==> src/rtl/mult_parity_seq.sv <==
// Sequential signed multiplier with parity-checked operands.
// One shift-add step per cycle over operand magnitudes, sign applied at the end.
module mult_parity_seq #(
  parameter int DATA_W     = 16,
  parameter bit ODD_PARITY = 1'b0
) (
  input  logic                  clk,
  input  logic                  rst_n,
  input  logic                  req,
  input  logic [DATA_W-1:0]     arg_a,
  input  logic                  arg_a_parity,
  input  logic [DATA_W-1:0]     arg_b,
  input  logic                  arg_b_parity,
  output logic                  ack,
  output logic [2*DATA_W-1:0]   result,
  output logic                  result_parity,
  output logic                  arg_parity_error,
  output logic                  result_rdy
);

  localparam int RES_W = 2 * DATA_W;
  localparam int CNT_W = $clog2(DATA_W);

  typedef enum logic [1:0] {
    IDLE,
    ACK,
    CALC,
    DONE
  } state_t;

  state_t state_q, state_d;

  logic [DATA_W-1:0] mag_a_q, mag_a_d;
  logic [DATA_W-1:0] mag_b_q, mag_b_d;
  logic              neg_q, neg_d;
  logic              err_q, err_d;
  logic [CNT_W-1:0]  cnt_q, cnt_d;
  logic [RES_W-1:0]  acc_q, acc_d;
  logic              ack_q, ack_d;
  logic              rdy_q, rdy_d;
  logic [RES_W-1:0]  result_q, result_d;
  logic              res_par_q, res_par_d;
  logic              perr_q, perr_d;

  logic              last;
  logic              a_bad;
  logic              b_bad;
  logic [RES_W-1:0]  pp;
  logic [RES_W-1:0]  acc_sum;
  logic [RES_W-1:0]  prod;

  function automatic logic par_of(input logic [RES_W-1:0] v);
    return (^v) ^ ODD_PARITY;
  endfunction

  assign last    = (cnt_q == CNT_W'(DATA_W - 1));
  assign a_bad   = arg_a_parity != par_of(RES_W'(arg_a));
  assign b_bad   = arg_b_parity != par_of(RES_W'(arg_b));
  assign pp      = mag_b_q[cnt_q] ? (RES_W'(mag_a_q) << cnt_q) : '0;
  assign acc_sum = acc_q + pp;
  assign prod    = neg_q ? (~acc_sum + RES_W'(1)) : acc_sum;

  always_ff @(posedge clk or negedge rst_n) begin
    if (!rst_n) begin
      state_q <= IDLE;
    end else begin
      state_q <= state_d;
    end
  end

  always_comb begin
    state_d = state_q;
    unique case (state_q)
      IDLE: if (req) state_d = ACK;
      ACK:  state_d = err_q ? DONE : CALC;
      CALC: if (last) state_d = DONE;
      DONE: state_d = IDLE;
      default: state_d = IDLE;
    endcase
  end

  // Normal path registers the result as DONE is entered; the error
  // path skips CALC and registers it on the way out of DONE.
  always_comb begin
    mag_a_d   = mag_a_q;
    mag_b_d   = mag_b_q;
    neg_d     = neg_q;
    err_d     = err_q;
    cnt_d     = cnt_q;
    acc_d     = acc_q;
    ack_d     = 1'b0;
    rdy_d     = 1'b0;
    result_d  = result_q;
    res_par_d = res_par_q;
    perr_d    = perr_q;
    unique case (state_q)
      IDLE: begin
        if (req) begin
          mag_a_d = arg_a[DATA_W-1] ? (~arg_a + DATA_W'(1)) : arg_a;
          mag_b_d = arg_b[DATA_W-1] ? (~arg_b + DATA_W'(1)) : arg_b;
          neg_d   = arg_a[DATA_W-1] ^ arg_b[DATA_W-1];
          err_d   = a_bad | b_bad;
          ack_d   = 1'b1;
        end
      end
      ACK: begin
        cnt_d = '0;
        acc_d = '0;
      end
      CALC: begin
        acc_d = acc_sum;
        cnt_d = cnt_q + CNT_W'(1);
        if (last) begin
          result_d  = prod;
          res_par_d = par_of(prod);
          perr_d    = 1'b0;
          rdy_d     = 1'b1;
        end
      end
      DONE: begin
        if (err_q) begin
          result_d  = '0;
          res_par_d = par_of('0);
          perr_d    = 1'b1;
          rdy_d     = 1'b1;
        end
      end
      default: ;
    endcase
  end

  always_ff @(posedge clk or negedge rst_n) begin
    if (!rst_n) begin
      mag_a_q   <= '0;
      mag_b_q   <= '0;
      neg_q     <= 1'b0;
      err_q     <= 1'b0;
      cnt_q     <= '0;
      acc_q     <= '0;
      ack_q     <= 1'b0;
      rdy_q     <= 1'b0;
      result_q  <= '0;
      res_par_q <= 1'b0;
      perr_q    <= 1'b0;
    end else begin
      mag_a_q   <= mag_a_d;
      mag_b_q   <= mag_b_d;
      neg_q     <= neg_d;
      err_q     <= err_d;
      cnt_q     <= cnt_d;
      acc_q     <= acc_d;
      ack_q     <= ack_d;
      rdy_q     <= rdy_d;
      result_q  <= result_d;
      res_par_q <= res_par_d;
      perr_q    <= perr_d;
    end
  end

  assign ack              = ack_q;
  assign result_rdy       = rdy_q;
  assign result           = result_q;
  assign result_parity    = res_par_q;
  assign arg_parity_error = perr_q;

endmodule

==> config.mk <==
export PLATFORM = sky130hd
export DESIGN_NAME = mult_parity_seq
export DESIGN_NICKNAME = d
export VERILOG_FILES = /design/src/rtl/mult_parity_seq.sv
export SDC_FILE = /design/constraint.sdc
export NUM_CORES = 1
export LEC_CHECK = 0
export ABC_CLOCK_PERIOD_IN_PS = 6800
export CAP_MARGIN = 20
export CORE_MARGIN = 2
export CORE_UTILIZATION = 45
export DETAILED_ROUTE_END_ITERATION = 8
export PLACE_DENSITY = 0.78
export SYNTH_ARGS = -nofsm -noshare
export SYNTH_HDL_FRONTEND = slang
export SYNTH_SLANG_ARGS = --single-unit
==> constraint.sdc <==
create_clock -name clk -period 6.8 [get_ports clk]
set_input_delay 1.36 -clock clk [delete_from_list [all_inputs] [get_ports clk]]
set_output_delay 1.36 -clock clk [all_outputs]
set_load 0.005 [all_outputs]
==> run_results.csv, run 1 <==
group,metric,value,unit
run_status,status,"finished, final reports clean",
placement,routabilityCongestion,0.906,
timing,drv_slew,0,
run,drv_cap,0,
synthesis,ys_async_sr_fraction,1.00,
layout,fin_cells,1454,
routing,drt_iter0_drc,540,
synthesis,yosysSeqAreaShare,0.289,
clock_tree,cts-root-buf,"clkbuf_16",
synthesis,synthesis.nets,1219,
routing,routed_wirelength,23500,microns
floorplanning,row_count,52,
timing,min_period,6380,ps
clock_tree,cts.clk_slew.worst_paths,80,ps
routing,ant_nets,0,
global_route,gr-total-overflow,0,
floorplanning,die_h,148,microns
synthesis,netlist_area,9370,sq um
layout,nets,1269,
power_and_ir_drop,total_power,0.00564,W
timing,tightestPinTransition,1090,ps
routing,drc_errors,0,
clock_tree,clock_latency,370,ps
clock_tree,cts_tree,"built",
timing,finClkSkew,11.9,ps
timing,fin_tns_setup,0,ps
timing,fin_hold_ws,481,ps
global_route,antenna_found_initial,0,
global_route,grt_pass1_wl,38800,microns
synthesis,ys_ff_latch,108,
clock_tree,cts_sinks,108,
synthesis,syn_avg_cell_area,8.30,sq um
layout,drive_gt1_frac,0.0752,
placement,io_buffer_count,72,
synthesis,netlist_instances,1129,
setup_path,critical_path_class,"reg -> reg",
power_and_ir_drop,vdd.ir_drop.worst,0.874,mV
timing,final_hold_viol_count,0,
setup_path,worst-endpoint-required,7060,ps
min_path,hold_class,"reg -> reg",
clock_tree,clock_path_buffers,2,
global_route,grtUsageTotal,0.216,
timing,report.final.setup_viol,0,
placement,dp_cells,1434,
synthesis,synthTopCellsByArea,"dfrtp_1, xnor2_1, ha_1",
routing,wl_per_cell,16.2,microns
synthesis,synth_top_area_share,0.289,
floorplanning,ios,73,
synthesis,synth_cell_types,79,
synthesis,synth_most_common_cell,"nand2_1",
setup_path,crit_path_start_kind,"register",
power_and_ir_drop,p_per_area,527,nW/um^2
synthesis,ys_warn_count,0,
clock_tree,h-tree-depth,3,
global_route,grt_max_degree,67,
placement,place.detailed.hpwl,18100,microns
floorplanning,dieWidth,148,microns
timing,period_share,0.939,
timing,relSlewSlack,0.275,
floorplanning,dieArea,22000,sq um
layout,antennaDiodeCount,0,
global_route,grt_pass1_vias,7805,
timing,rsz0062_at_grt,"false",
setup_path,path_max_fanout,23,
routing,num_vias,8373,
setup_path,worst_setup_path_end_kind,"register",
floorplanning,coreArea,20300,sq um
routing,first_pass_iters,5,
setup_path,cp.arrival,6640,ps
timing,max_freq,157,MHz
layout,area_delta_synth_final,14.3,%
synthesis,synth-main-ff-cell,"dfrtp_1",
synthesis,synth_edf_count,0,
clock_tree,cts_made_buffers,9,
synthesis,synth_top_area_cell,"dfrtp_1",
power_and_ir_drop,power.leakage,4.56,nW
floorplanning,start_util,0.461,
routing,vias_per_cell,5.76,
synthesis,yosys-top-cells-count,"nand2_1, o21ai_0, dfrtp_1",
==> worst paths after layout <==
kind	start	to	slack, ps	depth (start not counted)
min reg2reg	result[5]	result[5]	480	2
max reg2reg	cnt_q[0]	result_parity	420	18
max in group asynchronous	rst_n	acc_q[14]	4590	2
min	result[5]	result[5]	480	2
min in group asynchronous	rst_n	result[1]	980	1
max	cnt_q[0]	result_parity	420	18
==> cells in the final DEF (no fill, tap or decap), types with 30 or more instances in the layout <==
cell,n
dfrtp_1,108
nand2_1,138
inv_1,80
o21ai_0,111
clkdlybuf4s50_1,71
nand3_1,43
nor2_1,64
ha_1,52
xnor2_1,85
a21oi_1,57
buf_4,30
==> state kept, by name, indices dropped and copies added, names as in the netlist <==
| signal | flops |
|---|---|
| state_q | 2 |
| err_q | 1 |
| cnt_q | 4 |
| arg_parity_error | 1 |
| result | 32 |
| result_parity | 1 |
| mag_a_q | 16 |
| ack | 1 |
| neg_q | 1 |
| mag_b_q | 16 |
| result_rdy | 1 |
| acc_q | 32 |
==> report_power, final <==
part	total [W]	leakage [nW]	internal, W	switching, W
clock	0.000523	0.137	0.000255	0.000267
sequential	0.000882	1.45	0.000772	0.000109
combinational	0.00424	2.98	0.00213	0.00211
==> through the flow <==
stage	cell area, sq um	setup WS (ps)	util
2_1_floorplan	9370	427	-
3_3_place_gp	10400	495	0.511
3_5_place_dp	10400	291	0.511
4_1_cts	10700	294	0.525
5_1_grt	10700	8.17	0.527
6_report	10700	418	0.527
==> routing by layer <==
metal	part of all wire	up-vias	GRT usage
li1	-	4128	-
met1	0.47	3975	0.299
met2	0.46	244	0.358
met3	0.050	26	0.0273
met4	0.016	0	0.0557
met5	0	-	0
==> timing repair <==
action	4_1_cts	5_1_grt
endpoints found under the setup margin	0	1
setup buffers	0	4
gates resized for setup	0	5
hold buffers	0	0
==> logic make-up after synthesis <==
family | after synthesis | share of synthesized area
and+or+nand+nor | 344 | 0.175
xor gates and xnor gates | 119 | 0.124
AOI/OAI and AO/OA | 319 | 0.223
buffers and inverters | 144 | 0.0589
adders and majority gates | 53 | 0.0716
DFF | 108 | 0.289
muxes | 42 | 0.0589
==> worst max-delay path, stage by stage, from the launching register on <==
cell	delay, ps
dfrtp_1	500
buf_6	270
mux4_2	550
a21oi_1	200
nor2_1	60
ha_1	380
and2_4	190
a221oi_2	390
a211oi_2	230
or4b_1	540
o211a_1	190
or4_4	580
or3_1	560
nand2b_4	230
o31ai_2	190
xor2_1	220
xnor3_1	420
xnor3_1	360
a22o_1	190
==> final cells by class <==
type / instances / area [sq um]
clock buffer: 9 / 225
clock inverter: 7 / 58.8
fill: 1925 / 9590
inverter: 81 / 304
multi-input combinational: 877 / 6130
sequential: 108 / 2700
tap: 270 / 338
timing repair buffer: 102 / 947
Note: power is estimated with default switching activity, not from simulation.
==> run 2, diff against run 1 <==
--- a/config.mk
+++ b/config.mk
@@ -10,6 +10,7 @@
 export CORE_MARGIN = 2
 export CORE_UTILIZATION = 45
 export DETAILED_ROUTE_END_ITERATION = 8
+export HOLD_SLACK_MARGIN = 0.12
 export PLACE_DENSITY = 0.78
 export SYNTH_ARGS = -nofsm -noshare
 export SYNTH_HDL_FRONTEND = slang
==> constraint.sdc (replaced) <==
create_clock -name clk -period 6.8 [get_ports clk]
set_input_delay 1.36 -clock clk [delete_from_list [all_inputs] [get_ports clk]]
set_output_delay 1.36 -clock clk [all_outputs]
set_load 0.05 [all_outputs]
==> results of run 2 <==
Same layout as run 1 (identical final DEF). Status: finished, final reports clean.
Main changes from that run: total power 0.00564 W -> 0.00567 W
==> run 3, diff against run 2 <==
--- a/config.mk
+++ b/config.mk
@@ -12,6 +12,8 @@
 export DETAILED_ROUTE_END_ITERATION = 8
 export HOLD_SLACK_MARGIN = 0.12
 export PLACE_DENSITY = 0.78
+export SKIP_CTS_REPAIR_TIMING = 1
+export SLEW_MARGIN = 20
 export SYNTH_ARGS = -nofsm -noshare
 export SYNTH_HDL_FRONTEND = slang
 export SYNTH_SLANG_ARGS = --single-unit
==> results of run 3 <==
Same layout as run 1 (identical final DEF). Status: finished, final reports clean.
Main changes from that run: total power 0.00564 W -> 0.00567 W
